<file path="src/rtl/down_timer_pkg.sv">
// -----------------------------------------------------------------------------
// down_timer_pkg
//   Shared types and defaults for the loadable down-counting timer.
//   - down_timer_state_t : IDLE / RUN / DONE state encoding
//   - DOWN_TIMER_WIDTH_DEFAULT : default counter width in bits
// -----------------------------------------------------------------------------
package down_timer_pkg;

    typedef enum logic [1:0] {
        IDLE = 2'd0,
        RUN  = 2'd1,
        DONE = 2'd2
    } down_timer_state_t;

    localparam int DOWN_TIMER_WIDTH_DEFAULT = 4;

endpackage : down_timer_pkg

</file>
<file path="src/rtl/down_timer_if.sv">
// -----------------------------------------------------------------------------
// down_timer_if
//   Control/status bundle of the down timer.
//   master : drives start, load_value, enable, abort; observes count, busy, done
//   slave  : the timer itself (inverse directions)
//   Parameter WIDTH : width of load_value and count.
// -----------------------------------------------------------------------------
interface down_timer_if
    import down_timer_pkg::*;
#(
    parameter int WIDTH = DOWN_TIMER_WIDTH_DEFAULT
);

    logic             start;
    logic [WIDTH-1:0] load_value;
    logic             enable;
    logic             abort;
    logic [WIDTH-1:0] count;
    logic             busy;
    logic             done;

    modport master (
        output start,
        output load_value,
        output enable,
        output abort,
        input  count,
        input  busy,
        input  done
    );

    modport slave (
        input  start,
        input  load_value,
        input  enable,
        input  abort,
        output count,
        output busy,
        output done
    );

endinterface : down_timer_if

</file>
<file path="src/rtl/down_timer.sv">
// -----------------------------------------------------------------------------
// down_timer
//   Loadable down-counting timer. An accepted start loads load_value and the
//   timer decrements once per enabled cycle; reaching zero gives one DONE
//   cycle with done=1. abort returns to IDLE with count=0.
//   Priority: reset > abort > start > enable.
//
//   Ports:
//     clk    : rising-edge clock
//     reset  : synchronous, active-high reset
//     bus    : down_timer_if.slave (start, load_value, enable, abort in;
//              count, busy, done out -- all outputs registered)
//
//   Optional feature: define DOWN_TIMER_AUTO_RELOAD_EN to make DONE reload
//   the last loaded value and keep running periodically. Without it DONE
//   returns to IDLE and no reload register exists.
// -----------------------------------------------------------------------------
module down_timer
    import down_timer_pkg::*;
#(
    parameter int WIDTH = DOWN_TIMER_WIDTH_DEFAULT
) (
    input  logic         clk,
    input  logic         reset,
    down_timer_if.slave  bus
);

    localparam logic [WIDTH-1:0] ZERO = {WIDTH{1'b0}};
    localparam logic [WIDTH-1:0] ONE  = {{(WIDTH-1){1'b0}}, 1'b1};

    down_timer_state_t state_r;
    down_timer_state_t state_next_s;
    logic [WIDTH-1:0]  count_r;
    logic [WIDTH-1:0]  count_next_s;
    logic              busy_r;
    logic              busy_next_s;
    logic              done_r;
    logic              done_next_s;
`ifdef DOWN_TIMER_AUTO_RELOAD_EN
    logic [WIDTH-1:0]  reload_r;
    logic [WIDTH-1:0]  reload_next_s;
`endif

    // State, count, reload value and decoded outputs register.
    always_ff @(posedge clk) begin
        if (reset) begin
            state_r  <= IDLE;
            count_r  <= ZERO;
            busy_r   <= 1'b0;
            done_r   <= 1'b0;
`ifdef DOWN_TIMER_AUTO_RELOAD_EN
            reload_r <= ZERO;
`endif
        end else begin
            state_r  <= state_next_s;
            count_r  <= count_next_s;
            busy_r   <= busy_next_s;
            done_r   <= done_next_s;
`ifdef DOWN_TIMER_AUTO_RELOAD_EN
            reload_r <= reload_next_s;
`endif
        end
    end

    // Next-state and next-count decision, abort > start > enable.
    always_comb begin
        state_next_s  = state_r;
        count_next_s  = count_r;
`ifdef DOWN_TIMER_AUTO_RELOAD_EN
        reload_next_s = reload_r;
`endif
        case (state_r)
            IDLE, DONE: begin
                if (bus.abort) begin
                    state_next_s = IDLE;
                    count_next_s = ZERO;
                end else if (bus.start) begin
                    // A zero load finishes immediately: straight to DONE.
                    count_next_s = bus.load_value;
                    state_next_s = (bus.load_value == ZERO) ? DONE : RUN;
`ifdef DOWN_TIMER_AUTO_RELOAD_EN
                    reload_next_s = bus.load_value;
`endif
                end else if (state_r == DONE) begin
`ifdef DOWN_TIMER_AUTO_RELOAD_EN
                    // Periodic mode; a zero period keeps done asserted.
                    if (reload_r == ZERO) begin
                        state_next_s = DONE;
                        count_next_s = ZERO;
                    end else begin
                        state_next_s = RUN;
                        count_next_s = reload_r;
                    end
`else
                    state_next_s = IDLE;
                    count_next_s = ZERO;
`endif
                end else begin
                    state_next_s = IDLE;
                end
            end
            RUN: begin
                if (bus.abort) begin
                    state_next_s = IDLE;
                    count_next_s = ZERO;
                end else if (bus.enable) begin
                    // <= ONE also guards against ever wrapping below zero.
                    if (count_r <= ONE) begin
                        state_next_s = DONE;
                        count_next_s = ZERO;
                    end else begin
                        count_next_s = count_r - ONE;
                    end
                end else begin
                    count_next_s = count_r;
                end
            end
            default: begin
                state_next_s = IDLE;
                count_next_s = ZERO;
            end
        endcase
    end

    // Output decode from the next state so busy/done come straight from flops.
    always_comb begin
        busy_next_s = (state_next_s == RUN);
        done_next_s = (state_next_s == DONE);
    end

    assign bus.count = count_r;
    assign bus.busy  = busy_r;
    assign bus.done  = done_r;

endmodule : down_timer

</file>
<file path="src/flat_wrapper.sv">
// flat-port wrapper written by rule: the top's interface ports become plain ports
module down_timer_flat import down_timer_pkg::*;
#(
    parameter int WIDTH = DOWN_TIMER_WIDTH_DEFAULT
)
  (clk, reset, bus_start, bus_load_value, bus_enable, bus_abort, bus_count, bus_busy, bus_done);
  down_timer_if #(.WIDTH(WIDTH)) bus_i ();
  input  logic clk;
  input  logic reset;
  input wire logic [$bits(bus_i.start)-1:0] bus_start;
  input wire logic [$bits(bus_i.load_value)-1:0] bus_load_value;
  input wire logic [$bits(bus_i.enable)-1:0] bus_enable;
  input wire logic [$bits(bus_i.abort)-1:0] bus_abort;
  output wire logic [$bits(bus_i.count)-1:0] bus_count;
  output wire logic [$bits(bus_i.busy)-1:0] bus_busy;
  output wire logic [$bits(bus_i.done)-1:0] bus_done;
  assign bus_i.start = bus_start;
  assign bus_i.load_value = bus_load_value;
  assign bus_i.enable = bus_enable;
  assign bus_i.abort = bus_abort;
  assign bus_count = bus_i.count;
  assign bus_busy = bus_i.busy;
  assign bus_done = bus_i.done;
  down_timer #(.WIDTH(WIDTH)) u_core (.clk(clk), .reset(reset), .bus(bus_i));
endmodule
</file>
<file path="config.mk">
export PLATFORM = sky130hd
export DESIGN_NAME = down_timer_flat
export DESIGN_NICKNAME = d
export VERILOG_FILES = /design/src/rtl/down_timer_pkg.sv /design/src/rtl/down_timer_if.sv /design/src/rtl/down_timer.sv /design/src/flat_wrapper.sv
export SDC_FILE = /design/constraint.sdc
export NUM_CORES = 1
export LEC_CHECK = 0
export BUFFER_PORTS_ARGS = -buffer_cell sky130_fd_sc_hd__buf_4
export CAP_MARGIN = 20
export CORE_AREA = 3 3 40 42
export CTS_BUF_LIST = sky130_fd_sc_hd__clkbuf_8
export DETAILED_ROUTE_END_ITERATION = 16
export DIE_AREA = 0 0 43 45
export HOLD_SLACK_MARGIN = 0.1
export PLACE_DENSITY = 0.62
export SLEW_MARGIN = 5
export SYNTH_ARGS = -nofsm -noshare
export SYNTH_HDL_FRONTEND = slang
export SYNTH_SLANG_ARGS = --single-unit
</file>
<file path="constraint.sdc">
create_clock -name clk -period 3.36 [get_ports clk]
set_input_delay 0.672 -clock clk [delete_from_list [all_inputs] [get_ports clk]]
set_output_delay 0.672 -clock clk [all_outputs]
set_load 0.01 [all_outputs]
</file>
Word-level counts from Yosys, hierarchy flattened --
Cells that the tools add are included.
Cells by class: $add $sub $neg 1, magnitude comparators 1, equal/unequal tests 6, mux-type cells 14, reductions and logical operators 4
Operator list (count):
- two-way mux 4 bit | 6
- two-way mux 2 bit | 6
- one-hot mux 4 bit (2 select lines) | 1
- equality test 2 x 1 -> 1 bit, second input constant | 2
- equality test 2 bit, second input constant | 2
- less-or-equal comparator 4 x 1 -> 1 bit, second input constant | 1
- zero test 4 bit | 1
- inequality test 4 x 3 -> 1 bit, second input constant | 1
- one-hot mux 2 bit (2 select lines) | 1
- subtractor 4 x 1 -> 4 bit, second input constant | 1
- inequality test 3 bit, second input constant | 1
- zero test 2 bit | 1
- AND reduction 2 bit | 1
- OR reduction 2 bit | 1
Word-level totals: flip-flop bits (word level) 8

Longest topological paths before layout --
Gate-level depths: netlist (run 1).
word-level depth 6, gate-level depth with buffers 6

Least setup slack after synthesis (run 1) --
OpenSTA, ideal clock, no wires.
path type register -> register, start register u_core.count_r[0], in the netlist u_core.bus.count[0], end register u_core.busy_r, in the netlist u_core.bus.busy, arrival time 1.543 ns, required time 3.265 ns, setup slack 1.722 ns, cell stages (with the launch flop) 7, buffers on the path 0, cells stage by stage dfxtp_1 inv_1 ha_1 or2_2 and2_1 a21o_1 a221oi_1
Between the ends: cells in the longest elaborated chain, start to end 6
RTL lines:
- start, declared | RTL line down_timer.sv:33 | logic [WIDTH-1:0] count_r;
- start signal, assigned | RTL line down_timer.sv:56 | count_r <= count_next_s;
- less-or-equal comparator 4 x 1 -> 1 bit | RTL line down_timer.sv:108 | if (count_r <= ONE) begin
- two-way mux 2 bit | RTL line down_timer.sv:108
- two-way mux 2 bit | RTL line down_timer.sv:106 | end else if (bus.enable) begin
- two-way mux 2 bit | RTL line down_timer.sv:103 | if (bus.abort) begin
- one-hot mux 2 bit (2 select lines) | RTL line down_timer.sv:72 | case (state_r)
- equality test 2 x 1 -> 1 bit | RTL line down_timer.sv:127 | busy_next_s = (state_next_s == RUN);
- end signal, assigned | RTL line down_timer.sv:57 | busy_r <= busy_next_s;
- end, declared | RTL line down_timer.sv:35 | logic busy_r;
No other way between the ends. A chain may end at the register's enable or synchronous reset.

Worst setup path after layout (run 1) --
start register u_core.count_r[0], in the netlist u_core.bus.count[0], end register u_core.done_r, in the netlist u_core.bus.done
Between the ends: cells in the longest elaborated chain, start to end 6
RTL lines:
- less-or-equal comparator 4 x 1 -> 1 bit | RTL line down_timer.sv:108
- two-way mux 2 bit | RTL line down_timer.sv:108
- two-way mux 2 bit | RTL line down_timer.sv:106
- two-way mux 2 bit | RTL line down_timer.sv:103
- one-hot mux 2 bit (2 select lines) | RTL line down_timer.sv:72
- equality test 2 bit | RTL line down_timer.sv:128 | done_next_s = (state_next_s == DONE);
- end signal, assigned | RTL line down_timer.sv:58 | done_r <= done_next_s;
- end, declared | RTL line down_timer.sv:37 | logic done_r;
No other way between the ends.

==> run_results.csv, run 1 <==
group,metric,value,unit
yosys,yosysTopAreaCell,"dfxtp_1",
clocking,clock_sinks,8,
layout,drive_above_1_share,29.6,%
placement,place_congestion,0.757,
job,cap_viol_max_count,0,
floorplanning,die_area,1940,µm²
drt,antenna_left,0,
yosys,synthCells,57,
clocking,clk_path_buf_depth,2,
pwr,ir_worst_vdd,372,µV
drt,first_pass_iters,4,
timing,finClkSkew,0.884,ps
layout,multiInputGateArea,307,µm²
critical_path,cp.arrival,1820,ps
clocking,h-tree-depth,1,
drt,drc,0,
drt,drt-initial-drc-count,28,
clocking,numCtsBuffers,3,
critical_path,cpMaxStageDelayCell,"dfxtp_1",
layout,fin_nets,84,
floorplanning,coreArea,1280,µm²
grt,grt_max_degree,13,
layout,finalCoreUtilization,49.8,%
timing,timing.final.crit_share,51.4,%
critical_path,cp.required,3450,ps
clocking,cts_resized,0,
pwr,p_per_area,400,nW/µm²
placement,portBuffers,14,
critical_path,crit_path_max_fanout,6,
floorplanning,die_w,43,µm
yosys,netlist.area_leader.share,32.5,%
critical_path,start_kind,"flop",
floorplanning,pin_count,15,
placement,place_hpwl,824,µm
layout,antenna_cells,0,
grt,grt_usage,12.2,%
clocking,clockRootBuffer,"clkbuf_8",
layout,fillers,131,
critical_path,cpPeakStageDelay,410,ps
grt,antenna_found_initial,0,
critical_path,cp-end-kind,"flop",
grt,grt_pass1_wl,1.75,mm
clocking,clk_pin_slew_worst_paths,40,ps
yosys,yosys_warnings,0,
timing,hold_viol,0,
yosys,yosys-top-cells-area,"dfxtp_1 32%, a211oi_1 7.6%, a21oi_1 5.1%, and2_1 5.1%, ha_1 5.1%",
clocking,cts_tree,"built",
critical_path,r2r_start,"u_core.bus.count[0]",
yosys,ys_types,26,
yosys,syn_area,493,µm²
drt,viasPerCell,5.62,
pwr,p_leak,0.233,nW
timing,setup_viol,0,
timing,slew_violations,0,
critical_path,critPathLaunch,"u_core.bus.count[0]",
floorplanning,start_util,38.4,%
outcome,status,"finished clean",
layout,areaGrowthSynthToFinish,29.7,%
clocking,cts_hold_buf,0,
drt,routed-via-count,483,
yosys,synth.avg_cell_area,8.65,µm²
critical_path,rrSetupSlack,1630,ps
timing,period_minus_slack,1730,ps
yosys,synth_nets,68,
critical_path,critPathKind,"flop to flop",
grt,first_global_vias,416,
clocking,clock_latency,220,ps
yosys,ys_ff_latch,8,
yosys,ys_seq_area_share,32.5,%
worst_hold_path,hp-start,"u_core.bus.count[1]",
worst_hold_path,holdCritPathClass,"flop to flop",
drt,drt-total-wl,1.11,mm
layout,seq_area,160,µm²
timing,tightest_slew,580,ps
clocking,post-cts-setup-buffers,0,
timing,grt_setup_unrepaired,"false",
timing,setup_tns,0,ps
critical_path,cp_cell_sequence,"inv_1 > ha_1 > or2_2 > and2_1 > a32oi_1 > a211oi_1",
grt,grt.overflow.total,0,
floorplanning,die_y,45,µm
drt,detail_route.wl_per_cell,12.9,µm
timing,max_freq,579,MHz
floorplanning,num_rows,13,
timing,max_slew_margin,61.3,%
[where the power goes]
group	total, mW	leakage (nW)	internal, mW	switching [mW]
registers	0.104	0.0650	0.0987	0.00492
clock network	0.114	0.0216	0.0775	0.0363
logic	0.0383	0.146	0.0203	0.0180
total	0.256	0.233	0.196	0.0592
[logic make-up (layout without fill, tap and decap cells)]
kind of cell | after synthesis | after routing | synth area share, %
flops | 8 | 8 | 32.5
mux | 1 | 1 | 2.28
fa+ha+maj | 2 | 2 | 5.08
compound gates | 19 | 19 | 27.7
simple gates | 22 | 22 | 27.2
buf+inv | 5 | 19 | 5.33
[final cells by class]
| type | instances | area share, % |
|---|---|---|
| repair buffers | 14 | 16.4 |
| inverters | 2 | 1.17 |
| multi-input cells | 44 | 47.9 |
| well taps | 15 | 2.94 |
| clock buffers | 3 | 6.46 |
| flip-flops and latches | 8 | 25.0 |
[through the flow]
step / power, mW / cell area [µm²] / std cells / hold slack (ps) / worst slack (ps)
floorplan: 0.127 / 493 / 57 / 504 / 1720
global placement: 0.143 / 598 / 83 / 486 / 1500
detailed placement: 0.143 / 598 / 83 / 489 / 1440
CTS: 0.259 / 639 / 86 / 493 / 1640
global route: 0.270 / 639 / 86 / 529 / 1550
finish: 0.256 / 639 / 86 / 490 / 1630
[worst paths after layout]
| check | to | cells past startpoint |
|---|---|---|
| worst max-delay path | u_core.bus.done | 6 |
| worst min-delay path | u_core.bus.count[1] | 2 |
| worst max register to register | u_core.bus.done | 6 |
| worst min register to register | u_core.bus.count[1] | 2 |
[per-layer routing]
layer,GRT usage (%),up-vias,part of all wire [%]
li1,-,249,-
met3,7.17,0,7.1
met5,0,-,0
met2,18.6,18,46
met4,1.81,0,0
met1,15.4,216,47
[worst max-delay path: cells and delay by family, from the launching register on]
| kind | cells | cell delay [ps] |
|---|---|---|
| adder cells (fa/ha/maj) | 1 | 240 |
| AND/OR/NAND/NOR | 2 | 490 |
| buffers and inverters | 1 | 70 |
| AO/OA/AOI/OAI | 2 | 380 |
| flip-flops | 1 | 410 |
[cells in the final DEF, fill, tap and decap left out, types with 2 or more instances in the layout]
| cell type | Yosys | routed |
|---|---|---|
| clkbuf_8 | 0 | 3 |
| nor3_1 | 3 | 3 |
| dfxtp_1 | 8 | 8 |
| o21ai_0 | 3 | 3 |
| a21oi_1 | 5 | 5 |
| buf_4 | 0 | 14 |
| nor3b_1 | 3 | 3 |
| nor4_1 | 2 | 2 |
| nand2b_1 | 2 | 2 |
| nand2_1 | 3 | 3 |
| ha_1 | 2 | 2 |
| inv_1 | 2 | 2 |
| a221oi_1 | 2 | 2 |
| a211oi_1 | 5 | 5 |
| and2_1 | 4 | 4 |
[flip-flops by register name, summed over array words and instances (netlist names)]
signal            count
u_core.bus.busy       1
u_core.bus.count      4
u_core.bus.done       1
u_core.state_r        2
[cells in the mapped netlist]
cell type	instances
a221oi_1	2
nor2b_1	1
nor4_1	2
ha_1	2
buf_6	1
a222oi_1	1
inv_1	2
or2_2	1
mux2_2	1
nand2b_1	2
buf_1	1
nor3b_1	3
or3b_4	1
a2111oi_2	1
and2_1	4
a32oi_1	1
a21oi_1	5
nor3_1	3
o21ai_0	3
nand3b_1	1
nand2_1	3
clkbuf_1	1
nor2_1	1
a21o_1	1
a211oi_1	5
dfxtp_1	8
Power figures use the tool's default switching activity.
==> run 2, diff against run 1 <==
Settings changed: ABC_AREA set to 1, PLACE_DENSITY 0.62 to 0.59.
Clock period 3.36 ns to 1.6 ns, I/O delays scaled along.
==> run 2 against run 1 <==
Fmax increased by 22%. Sequential share of layout area increased by 0.76 points. Hold slack got worse by 180 ps. Count of clock-buffer cells in the layout unchanged. Synthesized area decreased by 7.6%. Non-clock buffer count unchanged. Die area unchanged. Total power increased by 110%. Setup slack got worse by 1400 ps. Cell count increased by 16%. Clock skew increased by 0.76 ps. Wire length decreased by 12%. Largest cell class unchanged. Largest power group unchanged.
==> run_results.csv, run 2 <==
group,metric,value,unit
critical_path,cp-end-kind,"flop",
placement,dpl.cell_count,97,
layout,fin_nets,98,
drt,drt-initial-drc-count,13,
pwr,p_per_area,855,nW/µm²
yosys,netlist.area_leader.share,35.2,%
critical_path,crit_path_max_fanout,5,
timing,slew_violations,0,
critical_path,cp.required,1760,ps
yosys,syn_area,455,µm²
layout,final_common_cell,"nand2_1",
grt,antenna_found_initial,0,
yosys,synth_common_cells,"17 x nand2_1, 14 x inv_1, 8 x dfxtp_1, 7 x nor2_1, 4 x a21oi_1",
yosys,yosysMostFrequentCell,"nand2_1",
pwr,p_leak,0.321,nW
clocking,h-tree-depth,1,
timing,timing.final.crit_share,88.3,%
critical_path,critPathBufInv,2,
grt,first_global_vias,396,
grt,grt_pass1_wl,1.61,mm
critical_path,critPathMostFrequentCell,"nand2_1",
critical_path,start_kind,"flop",
timing,finClkSkew,1.64,ps
timing,setup_tns,0,ps
yosys,ys.flop_type,"dfxtp_1",
job,cap_viol_max_count,0,
yosys,yosys-top-cells-area,"dfxtp_1 35%, nand2_1 14%, inv_1 12%, nor2_1 5.8%, ha_1 5.5%",
clocking,cts_hold_buf,0,
timing,hold_viol,0,
placement,place_congestion,0.764,
outcome,status,"finished clean",
critical_path,cpPeakStageDelay,390,ps
floorplanning,die_y,45,µm
clocking,clock_sinks,8,
timing,whs,305,ps
critical_path,cpMaxStageDelayCell,"dfxtp_1",
yosys,async_flop_share,0,%
placement,portBuffers,14,
drt,drt-total-wl,975,µm
layout,final_cell_mix,"17 x nand2_1, 14 x inv_1, 14 x buf_4, 8 x dfxtp_1, 7 x nor2_1",
grt,grt_usage,11.4,%
pwr,power,0.531,mW
grt,grt.overflow.total,0,
floorplanning,die_w,43,µm
critical_path,crit_family,"flip-flops",
critical_path,cp.arrival,1570,ps
floorplanning,coreArea,1280,µm²
drt,antenna_left,0,
worst_hold_path,holdCritPathClass,"input pin to flop",
floorplanning,pin_count,15,
layout,antenna_cells,0,
clocking,post-cts-setup-buffers,0,
drt,detail_route.wl_per_cell,9.75,µm
timing,max_slew_margin,86.2,%
drt,routed-via-count,448,
floorplanning,start_util,35.4,%
placement,pre_cts_ws,191,ps
clocking,cts_resized,0,
critical_path,critPathKind,"flop to flop",
yosys,synthCells,68,
clocking,cts_tree,"built",
placement,place_hpwl,766,µm
timing,period_minus_slack,1410,ps
timing,worst_slack,188,ps
timing,setup_viol,0,
pwr,ir_worst_vdd,476,µV
floorplanning,num_rows,13,
floorplanning,die_area,1940,µm²
drt,drc,0,
timing,max_freq,708,MHz
yosys,synth_edf_count,0,
clocking,clockRootBuffer,"clkbuf_8",
layout,instances_no_fill,100,
clocking,clk_path_buf_depth,2,
yosys,yosysTopAreaCell,"dfxtp_1",
clocking,numCtsBuffers,3,
clocking,clock_latency,220,ps
clocking,clk_pin_slew_worst_paths,40,ps
yosys,ys_ff_latch,8,
timing,tightest_slew,207,ps
layout,areaGrowthSynthToFinish,36.3,%
drt,first_pass_iters,6,
yosys,ys_types,17,
yosys,synth_nets,79,
yosys,ys_seq_area_share,35.2,%
critical_path,cp_cell_sequence,"inv_1 > ha_1 > inv_1 > nand2_1 > nand2_1 > nand2_2 > o21bai_2 > nand2_1 > a21oi_2",
grt,grt_max_degree,8,
yosys,yosys_warnings,0,
layout,drive_above_1_share,30.6,%
yosys,synth.avg_cell_area,6.70,µm²
drt,viasPerCell,4.48,
layout,largest_register_ffs,4,
timing,grt_setup_unrepaired,"false",
layout,fillers,140,
## run 2: cell types whose count changed in the layout (fill, tap and decap cells not counted), sizes merged, moves of 2 or more
| cell | change |
|---|---|
| nor3 | -2 |
| a221oi | -2 |
| o21ai | -3 |
| nor2 | +8 |
| nor3b | -3 |
| nand2 | +17 |
| a211oi | -5 |
| nor4 | -2 |
| inv | +13 |
| nand2b | -2 |
| o22ai | +3 |
| and2 | -4 |
## run 2: area by class of cell
cell class | count | area, µm² | share of cell area [%]
multi-input combinational | 45 | 239 | 38.5
sequential | 8 | 160 | 25.8
timing repair buffer | 14 | 105 | 16.9
inverter | 15 | 56.3 | 9.07
clock buffer | 3 | 41.3 | 6.65
tap | 15 | 18.8 | 3.02
## run 2: path summary, 6_finish.rpt
check / from / end / slack, ps / cells after the start
max: u_core.bus.count[0] / u_core.bus.count[3] / 190 / 9
min: reset / u_core.bus.count[3] / 310 / 2
min reg2reg: u_core.bus.count[1] / u_core.bus.count[1] / 520 / 2
max reg2reg: u_core.bus.count[0] / u_core.bus.count[3] / 190 / 9
## run 2: metal layers
layer	vias to the layer above	global-route usage, %	wire length (µm)
met3	2	2.39	71
met1	189	15.4	468
li1	243	-	-
met2	14	15.6	425
met5	-	0	0
met4	0	9.04	9
## run 2: cells by family after synthesis
family | after synthesis | share of synthesized area, %
flip-flops | 8 | 35.2
adder cells (fa/ha/maj) | 2 | 5.49
AO/OA/AOI/OAI | 10 | 14.8
AND/OR/NAND/NOR | 32 | 30.2
buffers and inverters | 15 | 12.4
XOR/XNOR | 1 | 1.92
## run 2: where the power goes
group          switching [mW]  total (mW)  leakage, nW  internal [mW]
Sequential            0.00659       0.214       0.0650          0.208
Clock                  0.0716       0.234       0.0216          0.162
Combinational          0.0434      0.0826        0.234         0.0391
## run 2: metrics by stage
step	util [%]	cell area [µm²]
5_1_grt	48.3	621
4_1_cts	48.3	621
6_report	48.3	621
3_5_place_dp	45.1	579
2_1_floorplan	-	455
3_3_place_gp	45.1	579
==> run 3, diff against run 2 <==
Settings changed: SETUP_SLACK_MARGIN set to 0.3.
==> run 3 against run 2 <==
Via count rose by 6.3%. Clock skew about the same. Fmax grew 14%. Clock power rose by 2%. Sequential share of layout area is 2.3 points lower. Setup slack improved by 180 ps. Wire length is 25% higher. Sequential power about the same. Total power is 5.3% higher. Sequential cell count did not move. Register-to-register slack improved by 180 ps. Critical path type unchanged. Highest routed layer unchanged.
==> run_results.csv, run 3 (synthesis results as in run 2) <==
group,metric,value,unit
drt,drc,0,
clocking,numCtsBuffers,3,
drt,detail_route.wl_per_cell,11.9,µm
critical_path,crit_path_max_fanout,5,
timing,grt_setup_unrepaired,"true",
critical_path,critPathKind,"flop to flop",
floorplanning,die_y,45,µm
critical_path,critPathMostFrequentCell,"nand2_4",
critical_path,cp.arrival,1390,ps
drt,drt-initial-drc-count,11,
layout,areaGrowthSynthToFinish,56.3,%
critical_path,start_kind,"flop",
drt,first_pass_iters,4,
pwr,p_leak,0.357,nW
placement,place_hpwl,775,µm
critical_path,cp.required,1760,ps
floorplanning,pin_count,15,
clocking,clock_sinks,8,
clocking,clk_path_buf_depth,2,
timing,setup_viol,0,
clocking,clockRootBuffer,"clkbuf_8",
timing,max_slew_margin,86.2,%
timing,setup_tns,0,ps
grt,first_global_vias,444,
critical_path,cpMaxStageDelayCell,"dfxtp_4",
outcome,status,"finished clean",
clocking,clock_latency,230,ps
critical_path,cp-end-kind,"flop",
floorplanning,die_w,43,µm
floorplanning,num_rows,13,
layout,fin_area,712,µm²
drt,antenna_left,0,
clocking,cts_tree,"built",
drt,viasPerCell,4.62,
grt,grt.overflow.total,0,
placement,portBuffers,14,
job,cap_viol_max_count,0,
clocking,h-tree-depth,1,
layout,final_cell_mix,"17 x buf_4, 15 x nand2_1, 10 x inv_1, 7 x nor2_1, 6 x dfxtp_1",
layout,largest_register_ffs,4,
placement,place_congestion,0.787,
layout,final_common_cell,"buf_4",
timing,max_freq,808,MHz
clocking,clk_pin_slew_worst_paths,40,ps
floorplanning,start_util,35.4,%
floorplanning,coreArea,1280,µm²
pwr,p_per_area,785,nW/µm²
timing,period_minus_slack,1240,ps
timing,whs,296,ps
pwr,ir_worst_vdd,424,µV
worst_hold_path,holdCritPathClass,"input pin to flop",
grt,grt_max_degree,8,
critical_path,cpPeakStageDelay,380,ps
layout,drive_above_1_share,47.7,%
timing,slew_violations,0,
floorplanning,die_area,1940,µm²
drt,routed-via-count,476,
layout,fin_nets,101,
drt,drt-total-wl,1.22,mm
grt,grt_usage,12.9,%
grt,grt_pass1_wl,1.84,mm
grt,antenna_found_initial,0,
critical_path,cp_cell_sequence,"inv_4 > ha_4 > inv_2 > nand2_2 > nand2_4 > nand2_4 > o22ai_2 > nand2_1 > a21oi_2",
layout,antenna_cells,0,
clocking,cts_hold_buf,0,
timing,tightest_slew,207,ps
timing,finClkSkew,2.06,ps
placement,postPlaceCellArea,581,µm²
timing,timing.final.crit_share,77.3,%
timing,hold_viol,0,
==> run 3: cell types whose count changed in the layout (fill, tap and decap cells not counted), moves of 2 or more <==
cell	delta
dfxtp_1	-2
nand2_1	-2
inv_1	-4
dfxtp_4	+2
o22ai_1	-2
o22ai_2	+2
ha_1	-2
inv_4	+2
buf_4	+3
inv_2	+2
ha_4	+2
nand2_4	+2
==> run 3: final cells by class <==
cell class,instances,area [µm²]
inverters,15,61.3
well taps,15,18.8
multi-input cells,45,295
fillers,120,573
repair buffers,17,128
flip-flops and latches,8,168
clock buffers,3,41.3
==> run 3: metrics by stage <==
stage	setup slack, ps	cells	total power, mW	util (%)
CTS	326	101	0.548	50.0
detailed placement	252	97	0.301	45.2
finish	363	103	0.559	55.4
global route	271	103	0.587	55.4
floorplan	348	68	0.264	-
global placement	273	97	0.301	45.2
==> run 3: routing by layer <==
layer,GRT usage (%),vias up,share of wire (%)
li1,-,248,-
met1,15.5,213,44
met2,19.5,10,49
met3,2.79,5,3.8
met4,10.8,0,2.4
met5,0,-,0
==> run 3: worst paths after layout <==
path | slack (ps) | cells after the start | to | start
hold reg to reg | 520 | 2 | u_core.bus.count[1] | u_core.bus.count[1]
hold / removal | 300 | 2 | u_core.bus.count[1] | reset
setup / recovery | 360 | 9 | u_core.bus.count[1] | u_core.bus.count[0]
setup reg to reg | 360 | 9 | u_core.bus.count[1] | u_core.bus.count[0]
==> run 3: critical path, delay by kind of cell, from the launching register on <==
family	cells	cell delay [ps]
AO/OA/AOI/OAI	2	250
adder cells (fa/ha/maj)	1	160
buffers and inverters	2	100
flip-flops	1	380
AND/OR/NAND/NOR	4	280
==> run 3: what timing repair did <==
action / CTS / global route
setup endpoints to repair: 6 / 8
resized for setup: 4 / 16
buffers inserted: 1 / 2
pin swaps: 1 / 5
==> run 3: power breakdown <==
part	switching [mW]	leakage, nW	internal, mW	total [mW]
Combinational	0.0560	0.268	0.0513	0.107
Sequential	0.00756	0.0666	0.206	0.213
Clock	0.0757	0.0216	0.163	0.238
Total	0.139	0.357	0.420	0.559
